===== src/rtl/pack_n_to_vector.sv =====
// Serial-to-parallel packer: gathers NUM_INPUTS samples into one lane vector
// and issues it with a one-cycle valid; i_flush emits a zero-padded partial frame.
module pack_n_to_vector #(
  parameter int NUM_INPUTS = 16,
  parameter int DWIDTH     = 16,
  localparam int CWIDTH    = $clog2(NUM_INPUTS + 1)
) (
  input  logic                         clk,
  input  logic                         rst_n,
  input  logic [DWIDTH-1:0]            i_dat,
  input  logic                         i_dat_valid,
  input  logic                         i_flush,
  output logic [NUM_INPUTS*DWIDTH-1:0] o_dat_vector,
  output logic                         o_dat_valid,
  output logic [CWIDTH-1:0]            o_dat_count,
  output logic [CWIDTH-1:0]            o_fill
);

  localparam int IW = (NUM_INPUTS > 1) ? $clog2(NUM_INPUTS) : 1;

  // Handshake: valid-only stream, no ready. A sample is taken on every edge where
  // i_dat_valid is high; o_dat_valid pulses for one cycle and downstream must take it.

  logic [DWIDTH-1:0]            lanes_q [NUM_INPUTS];
  logic [DWIDTH-1:0]            lanes_d [NUM_INPUTS];
  logic [DWIDTH-1:0]            lanes_w [NUM_INPUTS];
  logic [CWIDTH-1:0]            fill_q, fill_d, fill_after;
  logic [NUM_INPUTS*DWIDTH-1:0] vec_q, vec_d, vec_pack;
  logic [CWIDTH-1:0]            count_q, count_d;
  logic                         valid_q, valid_d;
  logic                         full, emit;
  logic [IW-1:0]                wr_idx;

  assign wr_idx     = fill_q[IW-1:0];
  assign fill_after = fill_q + CWIDTH'(i_dat_valid);
  assign full       = i_dat_valid && (fill_q == CWIDTH'(NUM_INPUTS - 1));
  // A flush sees the frame after any same-edge accept, so a completing sample plus
  // flush yields one full frame and never an extra empty one.
  assign emit       = full || (i_flush && (fill_after != '0));

  always_comb begin
    for (int k = 0; k < NUM_INPUTS; k++) begin
      lanes_w[k] = lanes_q[k];
    end
    if (i_dat_valid) begin
      lanes_w[wr_idx] = i_dat;
    end
  end

  always_comb begin
    vec_pack = '0;
    for (int k = 0; k < NUM_INPUTS; k++) begin
      vec_pack[k*DWIDTH +: DWIDTH] = lanes_w[k];
    end
  end

  always_comb begin
    valid_d = emit;
    vec_d   = vec_q;
    count_d = count_q;
    fill_d  = fill_after;
    for (int k = 0; k < NUM_INPUTS; k++) begin
      lanes_d[k] = lanes_w[k];
    end
    if (emit) begin
      // Unused lanes are already zero because the working set is cleared on emit.
      vec_d   = vec_pack;
      count_d = fill_after;
      fill_d  = '0;
      for (int k = 0; k < NUM_INPUTS; k++) begin
        lanes_d[k] = '0;
      end
    end
  end

  always_ff @(posedge clk or negedge rst_n) begin
    if (!rst_n) begin
      for (int k = 0; k < NUM_INPUTS; k++) begin
        lanes_q[k] <= '0;
      end
      fill_q  <= '0;
      vec_q   <= '0;
      count_q <= '0;
      valid_q <= 1'b0;
    end else begin
      for (int k = 0; k < NUM_INPUTS; k++) begin
        lanes_q[k] <= lanes_d[k];
      end
      fill_q  <= fill_d;
      vec_q   <= vec_d;
      count_q <= count_d;
      valid_q <= valid_d;
    end
  end

  assign o_dat_vector = vec_q;
  assign o_dat_valid  = valid_q;
  assign o_dat_count  = count_q;
  assign o_fill       = fill_q;

endmodule


===== config.mk =====
export PLATFORM = sky130hd
export DESIGN_NAME = pack_n_to_vector
export DESIGN_NICKNAME = d
export VERILOG_FILES = /design/src/rtl/pack_n_to_vector.sv
export SDC_FILE = /design/constraint.sdc
export NUM_CORES = 1
export LEC_CHECK = 0
export ABC_AREA = 1
export CAP_MARGIN = 10
export CORE_ASPECT_RATIO = 0.8
export CORE_MARGIN = 1
export CORE_UTILIZATION = 55
export CTS_CLUSTER_DIAMETER = 30
export DETAILED_ROUTE_END_ITERATION = 8
export PLACE_DENSITY = 0.8
export SLEW_MARGIN = 20
export SYNTH_ARGS = -nofsm -noshare
export SYNTH_HDL_FRONTEND = slang
export SYNTH_SLANG_ARGS = --single-unit

===== constraint.sdc =====
create_clock -name clk -period 2.75 [get_ports clk]
set_input_delay 0.55 -clock clk [delete_from_list [all_inputs] [get_ports clk]]
set_output_delay 0.55 -clock clk [all_outputs]
set_load 0.02 [all_outputs]

==> results of run 1 <==
[flip-flops by register name, indices dropped and copies added, names as in the netlist]
register,cells
lanes_q,256
o_dat_count,5
o_dat_valid,1
o_dat_vector,256
o_fill,5
[worst register-to-register path, cell delays in order (launching register included)]
cell	delay, ns
dfrtp_1	0.43
ha_1	0.23
ha_1	0.29
nor2_1	0.10
nand3_1	0.08
nor2_1	0.11
nand2_1	0.13
nand2_8	0.11
buf_4	0.17
buf_12	0.32
nand3_1	0.22
nand2_1	0.12
[report_power, final]
group / total [uW] / internal, uW / switching [uW]
Clock: 12100 / 7860 / 4200
Combinational: 6900 / 2500 / 4400
Sequential: 9410 / 8800 / 611
Total: 28400 / 19200 / 9210
[cell usage in the layout (no fill, tap or decap), drive strengths merged]
cell,n
and3,32
buf,84
bufinv,11
clkbuf,115
clkdlybuf4s50,285
clkinv,37
clkinvlp,14
dfrtp,523
diode,3
dlygate4sd3,1
ha,2
inv,351
nand2,799
nand3,266
nand4,4
nor2,243
o21ai,257
[worst min-delay path by stage]
stage / cells after the start / from / to / slack (ns)
after floorplan: 0 / rst_n / lanes_q[0]$_DFF_PN0_ / 0.25
after detailed placement: 1 / rst_n / o_dat_vector[25]$_DFFE_PN0P_ / 0.47
after global placement: 1 / rst_n / o_dat_vector[25]$_DFFE_PN0P_ / 0.46
after CTS: 2 / rst_n / lanes_q[3]$_DFF_PN0_ / 0.41
final: 2 / rst_n / o_dat_vector[25]$_DFFE_PN0P_ / 0.43
after global routing: 2 / rst_n / lanes_q[3]$_DFF_PN0_ / 0.45
[stage by stage]
step	std cells	util [%]	cell area (um2)	TNS, ns	hold WS [ns]
floorplan	2643	-	22000	0	0.254
global placement	3380	65.2	25700	-10.17	0.463
detailed placement	3380	65.2	25700	-21.99	0.469
CTS	3560	73.8	29000	0	0.408
global route	3563	73.8	29000	0	0.453
finish	3563	73.8	29000	0	0.431
[final cells by class]
type / instances / area share, %
multi-input cells: 1603 / 23.6
diodes: 3 / 0.0258
repair buffers: 370 / 12.9
inverters: 349 / 4.51
clock inverters: 64 / 2.65
well taps: 536 / 2.31
flip-flops and latches: 523 / 45.1
clock buffers: 115 / 8.94
[cell families (layout without fill, tap and decap cells)]
| logic type | after synthesis | count (layout) | share of synthesized area, % |
|---|---|---|---|
| adders and majority gates | 2 | 2 | 0.114 |
| other | 0 | 3 | 0 |
| buffers and inverters | 517 | 898 | 9.47 |
| DFF | 523 | 523 | 59.6 |
| AOI/OAI and AO/OA | 257 | 257 | 5.85 |
| and+or+nand+nor | 1344 | 1344 | 25.0 |
[synth_stat cells (all sizes together)]
cell and n:
nand2 799, dfrtp 523, inv 333, nand3 266
o21ai 257, nor2 243, buf 103, clkbuf 65
and3 32, clkinv 16, nand4 4, ha 2
[routing by layer]
layer | part of all wire, % | up-vias | GRT usage [%] | routed length (um)
met5 | 0 | - | 0 | 0
met4 | 3.7 | 0 | 13.8 | 2350
met3 | 8.7 | 155 | 6.18 | 5500
met2 | 47 | 876 | 49.7 | 30000
met1 | 40 | 9202 | 43.8 | 25400
li1 | - | 8735 | - | -
==> impl_metrics.tcl, run 1 <==
set metrics [dict create \
    synthCells 2643 \
    drtIter0Drc 2130 \
    cts.clk_slew.worst_paths_ns 0.05 \
    synth_cell_types 19 \
    cp_slowest_cell "clkdlybuf4s50_1" \
    antenna_found_initial 6 \
    startpoint "o_fill[2]$_DFF_PN0_" \
    initial_core_util_pct 55.8 \
    synthesis.nets 2665 \
    critical_path_buf_inv_count 1 \
    path_depth 1 \
    timing.final.max_slew_violations 0 \
    syn-cell-area_um2 22000 \
    maxCapViolCount 0 \
    synth_top_area_share_pct 59.6 \
    cts_htree_levels 3 \
    r2r-end "o_dat_vector[152]$_DFFE_PN0P_" \
    vdd_drop_max_mv 0.532 \
    setup_viol 0 \
    path_cells "clkdlybuf4s50_1" \
    vias 18968 \
    cts_resized 0 \
    worst_pin_slew_ns 0.719 \
    r2r.worst_path.cells 11 \
    arrival_ns 1.82 \
    die_w_um 225 \
    fin_nets 2964 \
    track_usage_pct 31.9 \
    grt_pass1_vias 18738 \
    tritoncts "yes" \
    post_drt_wl_per_cell_um 17.7 \
    clock.fmax_mhz 421 \
    drtPass1Iterations 6 \
    preCtsSetupSlack_ns -0.149 \
    cts_hold_buf 1 \
    worst-r2r-setup-slack_ns 0.39 \
    min_path_type "in2async" \
    fillers 2732 \
    detail-route-antenna-nets 0 \
    timing.final.ws_setup_ns 0.376 \
    r2r-start "o_fill[0]$_DFF_PN0_" \
    seq_area_um2 13100 \
    drive_gt1_share_pct 8.90 \
    critical_path.endpoint "o_fill[2]" \
    hpwl_mm 38.4 \
    ys_top_cells_by_area "dfrtp_1 (60%), nand2_1 (14%), nand3_1 (6.1%)" \
    die_h_um 181 \
    cpPeakStageDelay_ns 0.72 \
    rows 65 \
    route.detailed.drc 0 \
    timing.critical_path.to_type "primary output" \
    finalHoldViolations 0 \
    place_congestion 0.864 \
    status "finished, final reports clean" \
    avgSynthCellArea_um2 8.31 \
    ys_ff_latch 523 \
    cts_sinks 523 \
    grt_max_degree 113 \
    wl_mm 63.2 \
    grt_overflow 0 \
    io_buffers 286 \
    post_cts_buffers 0 \
    core-area_um2 39400 \
    period_needed_ns 2.37 \
    cp_top_family "buffers and inverters" \
    clock-root-buffer "clkbuf_16" \
    clockBufferDepth 3 \
    required_ns 2.20 \
    syn2layout_area_growth_pct 32.2 \
    p_total_uw 28400 \
    clock_latency_ns 0.63 \
    rsz0062_at_grt "false" \
    cp-start-kind "flop" \
    skew_ns 0.0330 \
    path_max_fanout 9 \
    grt_pass1_wl_mm 101 \
    yosysTopAreaCell "dfrtp_1" \
    io_pins 287 \
    yosysWarnings 0 \
    period_share_pct 86.3 \
    relSlewSlack_pct 51.8 \
    worst-setup-path-type "reg2out" \
    vias_per_cell 5.32 \
    p_per_area_nw_per_um2 977 \
    multi_input_area_um2 6850 \
    dieArea_um2 40800 \
    p_leak_uw 0.0165 \
    numCtsBuffers 95 \
    yosysSeqAreaShare_pct 59.6 \
]
Power figures use the tool's default switching activity.
==> run 2: changes to the inputs <==
RECOVER_POWER = 50   (was default)
==> impl_metrics.tcl, run 2 (same netlist as run 1, synthesis figures left out) <==
set metrics [dict create \
    dieArea_um2 40800 \
    setup_viol 0 \
    initial_core_util_pct 55.8 \
    clockBufferDepth 3 \
    die_w_um 225 \
    design_area_um2 29000 \
    drive_gt1_share_pct 8.73 \
    io_buffers 286 \
    track_usage_pct 31.9 \
    hold_depth 2 \
    io_pins 287 \
    min_path_type "reg2reg" \
    multi_input_area_um2 6850 \
    seq_area_um2 13100 \
    rsz0062_at_grt "false" \
    antenna_found_initial 6 \
    grt_overflow 0 \
    arrival_ns 2.92 \
    post_drt_wl_per_cell_um 17.7 \
    route.detailed.drc 0 \
    cts_resized 0 \
    fillers 2746 \
    detail-route-antenna-nets 0 \
    numCtsBuffers 95 \
    drtPass1Iterations 5 \
    skew_ns 0.0345 \
    rows 65 \
    place_area_um2 25700 \
    grt_max_degree 113 \
    die_h_um 181 \
    fin_nets 2964 \
    wl_mm 63.2 \
    grt_pass1_vias 18738 \
    timing.final.max_slew_violations 0 \
    grt_pass1_wl_mm 101 \
    hpwl_mm 38.4 \
    clock.fmax_mhz 409 \
    vdd_drop_max_mv 0.533 \
    p_per_area_nw_per_um2 974 \
    vias_per_cell 5.34 \
    clock-root-buffer "clkbuf_16" \
    clock_latency_ns 0.63 \
    post_cts_buffers 0 \
    cts_sinks 523 \
    p_leak_uw 0.0168 \
    use_met1_pct 43.8 \
    r2r.worst_path.cells 12 \
    finalHoldViolations 0 \
    use_met2_pct 49.7 \
    fin_tns_setup_ns 0 \
    cts.clk_slew.worst_paths_ns 0.05 \
    final_cell_mix "nand2_1 (796), dfrtp_1 (523), inv_1 (331)" \
    timing.critical_path.to_type "flop" \
    cts_hold_buf 1 \
    maxCapViolCount 0 \
    required_ns 3.22 \
    cts_htree_levels 3 \
    path_max_fanout 20 \
    period_needed_ns 2.45 \
    vias 19034 \
    core-area_um2 39400 \
    tritoncts "yes" \
    status "finished, final reports clean" \
    layout_commonest_cell "nand2_1" \
    drtIter0Drc 2159 \
    period_share_pct 88.9 \
    place_congestion 0.864 \
    worst-setup-path-type "reg2reg" \
    cp-start-kind "flop" \
    worst_pin_slew_ns 1.15 \
    grt_util_met3_pct 6.18 \
    relSlewSlack_pct 23.5 \
    busiest_layer "met2" \
    syn2layout_area_growth_pct 31.9 \
]
==> run 2: changes by cell type in the layout (fill, tap and decap cells not counted) <==
cell	change
buf_4	-11
clkdlybuf4s50_1	-118
buf_8	-1
buf_6	+2
clkbuf_2	+6
dlygate4sd3_1	+118
clkbuf_1	+5
clkbuf_4	+1
buf_12	-2
==> run 2: layout make-up <==
cell class / count / area share [%]
Clock inverter: 64 / 2.66
Antenna cell: 3 / 0.0259
Clock buffer: 115 / 8.95
Sequential cell: 523 / 45.2
Multi-Input combinational cell: 1603 / 23.6
Inverter: 349 / 4.52
Timing Repair Buffer: 370 / 12.7
Tap cell: 536 / 2.31
==> run 2: through the flow <==
step                      std cells  setup slack [ns]  total power (uW)  utilization [%]  hold slack (ns)
final                          3563             0.305             28200             73.6            0.500
after global routing           3563             0.138             29400             73.6            0.523
after CTS                      3560             0.350             28500             73.8            0.408
after detailed placement       3380            -0.149             16300             65.2            0.469
after global placement         3380           -0.0718             16100             65.2            0.463
after floorplan                2643             0.692             13400                -            0.254
==> run 2: where the power goes <==
part | leakage (uW) | internal (uW) | switching (uW)
clock network | 0.00162 | 7860 | 4200
registers | 0.00720 | 8800 | 597
logic | 0.00797 | 2360 | 4400
==> run 2: final timing paths <==
check	from	end	slack, ns
min in group asynchronous	rst_n	o_dat_vector[25]$_DFFE_PN0P_	0.70
max in group asynchronous	rst_n	lanes_q[74]$_DFF_PN0_	0.49
max	o_fill[0]$_DFF_PN0_	lanes_q[214]$_DFF_PN0_	0.30
min reg2reg	o_dat_vector[40]$_DFFE_PN0P_	o_dat_vector[40]$_DFFE_PN0P_	0.50
min	o_dat_vector[40]$_DFFE_PN0P_	o_dat_vector[40]$_DFFE_PN0P_	0.50
max reg2reg	o_fill[0]$_DFF_PN0_	lanes_q[214]$_DFF_PN0_	0.30
==> run 2: critical path: stages (launching register included) <==
cell      delay, ns
dfrtp_1        0.43
ha_1           0.23
ha_1           0.21
inv_1          0.08
nand2_1        0.07
nand3_1        0.09
nor2_1         0.05
nand2_1        0.15
nand2_8        0.08
nand2_8        0.20
clkbuf_1       0.44
buf_4          0.23
nor2_1         0.04
==> run 2: metal layers <==
metal	vias up	part of all wire, %
met5	-	0
met4	0	3.7
met3	153	8.4
met2	896	47
met1	9233	40
li1	8752	-
==> run 3: changes to the inputs <==
GPL_TIMING_DRIVEN = 0   (was default)
==> impl_metrics.tcl, run 3 (same netlist as run 1, synthesis figures left out) <==
set metrics [dict create \
    layout_commonest_cell "nand2_1" \
    arrival_ns 3.12 \
    final_cell_mix "nand2_1 (796), dfrtp_1 (523), inv_1 (331)" \
    timing.final.max_slew_violations 0 \
    p_leak_uw 0.0169 \
    clock-root-buffer "clkbuf_16" \
    path_max_fanout 10 \
    period_share_pct 93.6 \
    wl_mm 67.7 \
    grt_overflow 0 \
    cts_resized 0 \
    rsz0062_at_grt "false" \
    track_usage_pct 33.9 \
    drive_gt1_share_pct 9.02 \
    cp-start-kind "flop" \
    vias_per_cell 5.43 \
    setup_viol 0 \
    clock_latency_ns 0.62 \
    r2r-end "o_dat_vector[158]$_DFFE_PN0P_" \
    die_h_um 181 \
    worst_pin_slew_ns 0.907 \
    min_path_type "in2async" \
    rows 65 \
    timing.critical_path.to_type "flop" \
    cts.clk_slew.worst_paths_ns 0.06 \
    vias 19753 \
    finalHoldViolations 0 \
    required_ns 3.29 \
    io_pins 287 \
    detail-route-antenna-nets 0 \
    fillers 2799 \
    p_total_uw 28100 \
    final_util_pct 73.3 \
    fin_nets 3048 \
    post_drt_wl_per_cell_um 18.6 \
    clock.fmax_mhz 389 \
    dieArea_um2 40800 \
    p_per_area_nw_per_um2 975 \
    worst-setup-path-type "reg2reg" \
    antenna_found_initial 3 \
    drtPass1Iterations 6 \
    fin_tns_setup_ns 0 \
    worst-r2r-setup-slack_ns 0.18 \
    period_needed_ns 2.57 \
    relSlewSlack_pct 39.5 \
    r2r-start "o_fill[0]$_DFF_PN0_" \
    route.detailed.drc 0 \
    grt_max_degree 104 \
    grt_pass1_vias 19643 \
    syn2layout_area_growth_pct 31.3 \
    r2r.worst_path.cells 11 \
    seq_area_um2 13100 \
    status "finished, final reports clean" \
    hpwl_mm 43.5 \
    maxCapViolCount 0 \
    drtIter0Drc 2103 \
    clockBufferDepth 3 \
    die_w_um 225 \
    core-area_um2 39400 \
    grt_pass1_wl_mm 106 \
    place_congestion 0.888 \
    multi_input_area_um2 6800 \
    cts_htree_levels 3 \
    numCtsBuffers 89 \
    tritoncts "yes" \
    cts_sinks 523 \
    io_buffers 286 \
    vdd_drop_max_mv 0.582 \
    skew_ns 0.0177 \
    initial_core_util_pct 55.8 \
]
==> run 3: what timing repair did <==
item | CTS | global route
setup buffers | 0 | 0
hold buffers | 1 | 0
hold endpoints to repair | 64 | 0
==> run 3: routing by layer <==
layer / track usage, % / up-vias / wire (um)
li1: - / 8915 / -
met1: 45.4 / 9622 / 27200
met2: 52.7 / 976 / 30800
met3: 7.01 / 240 / 6150
met4: 17.1 / 0 / 3500
met5: 0 / - / 0
==> run 3: where the power goes <==
group          total (uW)  internal, uW  switching [uW]
Combinational        6970          2290            4680
Clock               11800          7680            4130
Sequential           9350          8790             561
==> run 3: worst max path at each step <==
stage	from	slack, ns	end
floorplan	i_dat_valid	0.69	o_dat_vector[192]$_DFFE_PN0P_
global placement	rst_n	-20.91	o_dat_vector[146]$_DFFE_PN0P_
detailed placement	i_dat_valid	-0.30	o_dat_vector[91]$_DFFE_PN0P_
CTS	o_fill[0]$_DFF_PN0_	0.23	o_dat_vector[158]$_DFFE_PN0P_
global route	o_fill[0]$_DFF_PN0_	0.04	o_dat_vector[158]$_DFFE_PN0P_
finish	o_fill[0]$_DFF_PN0_	0.18	o_dat_vector[158]$_DFFE_PN0P_
==> run 3: layout make-up <==
class | instances | share of cell area (%)
inverters | 349 | 4.54
flip-flops and latches | 523 | 45.4
clock inverters | 68 | 3.09
multi-input cells | 1603 | 23.6
clock buffers | 100 | 8.14
diodes | 1 | 0.00867
plain buffers | 168 | 2.67
well taps | 536 | 2.32
repair buffers | 292 | 10.3
==> run 3: worst max-delay path, cell delays in order (launching register included) <==
cell and delay (ns):
dfrtp_1 0.43, ha_1 0.24, ha_1 0.35, nor2_1 0.13
nand3_1 0.09, nor2_1 0.13, nand2_1 0.10, nand2_4 0.13
buf_2 0.36, buf_2 0.28, nand3_1 0.15, nand2_1 0.12
==> run 3: per-stage QoR <==
step / hold WS [ns] / worst slack, ns / cell area, um2 / cells
global route: 0.520 / 0.0418 / 28900 / 3640
CTS: 0.506 / 0.229 / 28900 / 3639
floorplan: 0.254 / 0.692 / 22000 / 2643
finish: 0.499 / 0.176 / 28900 / 3640
detailed placement: 0.493 / -0.296 / 25600 / 3470
global placement: 0.491 / -20.91 / 25500 / 3465
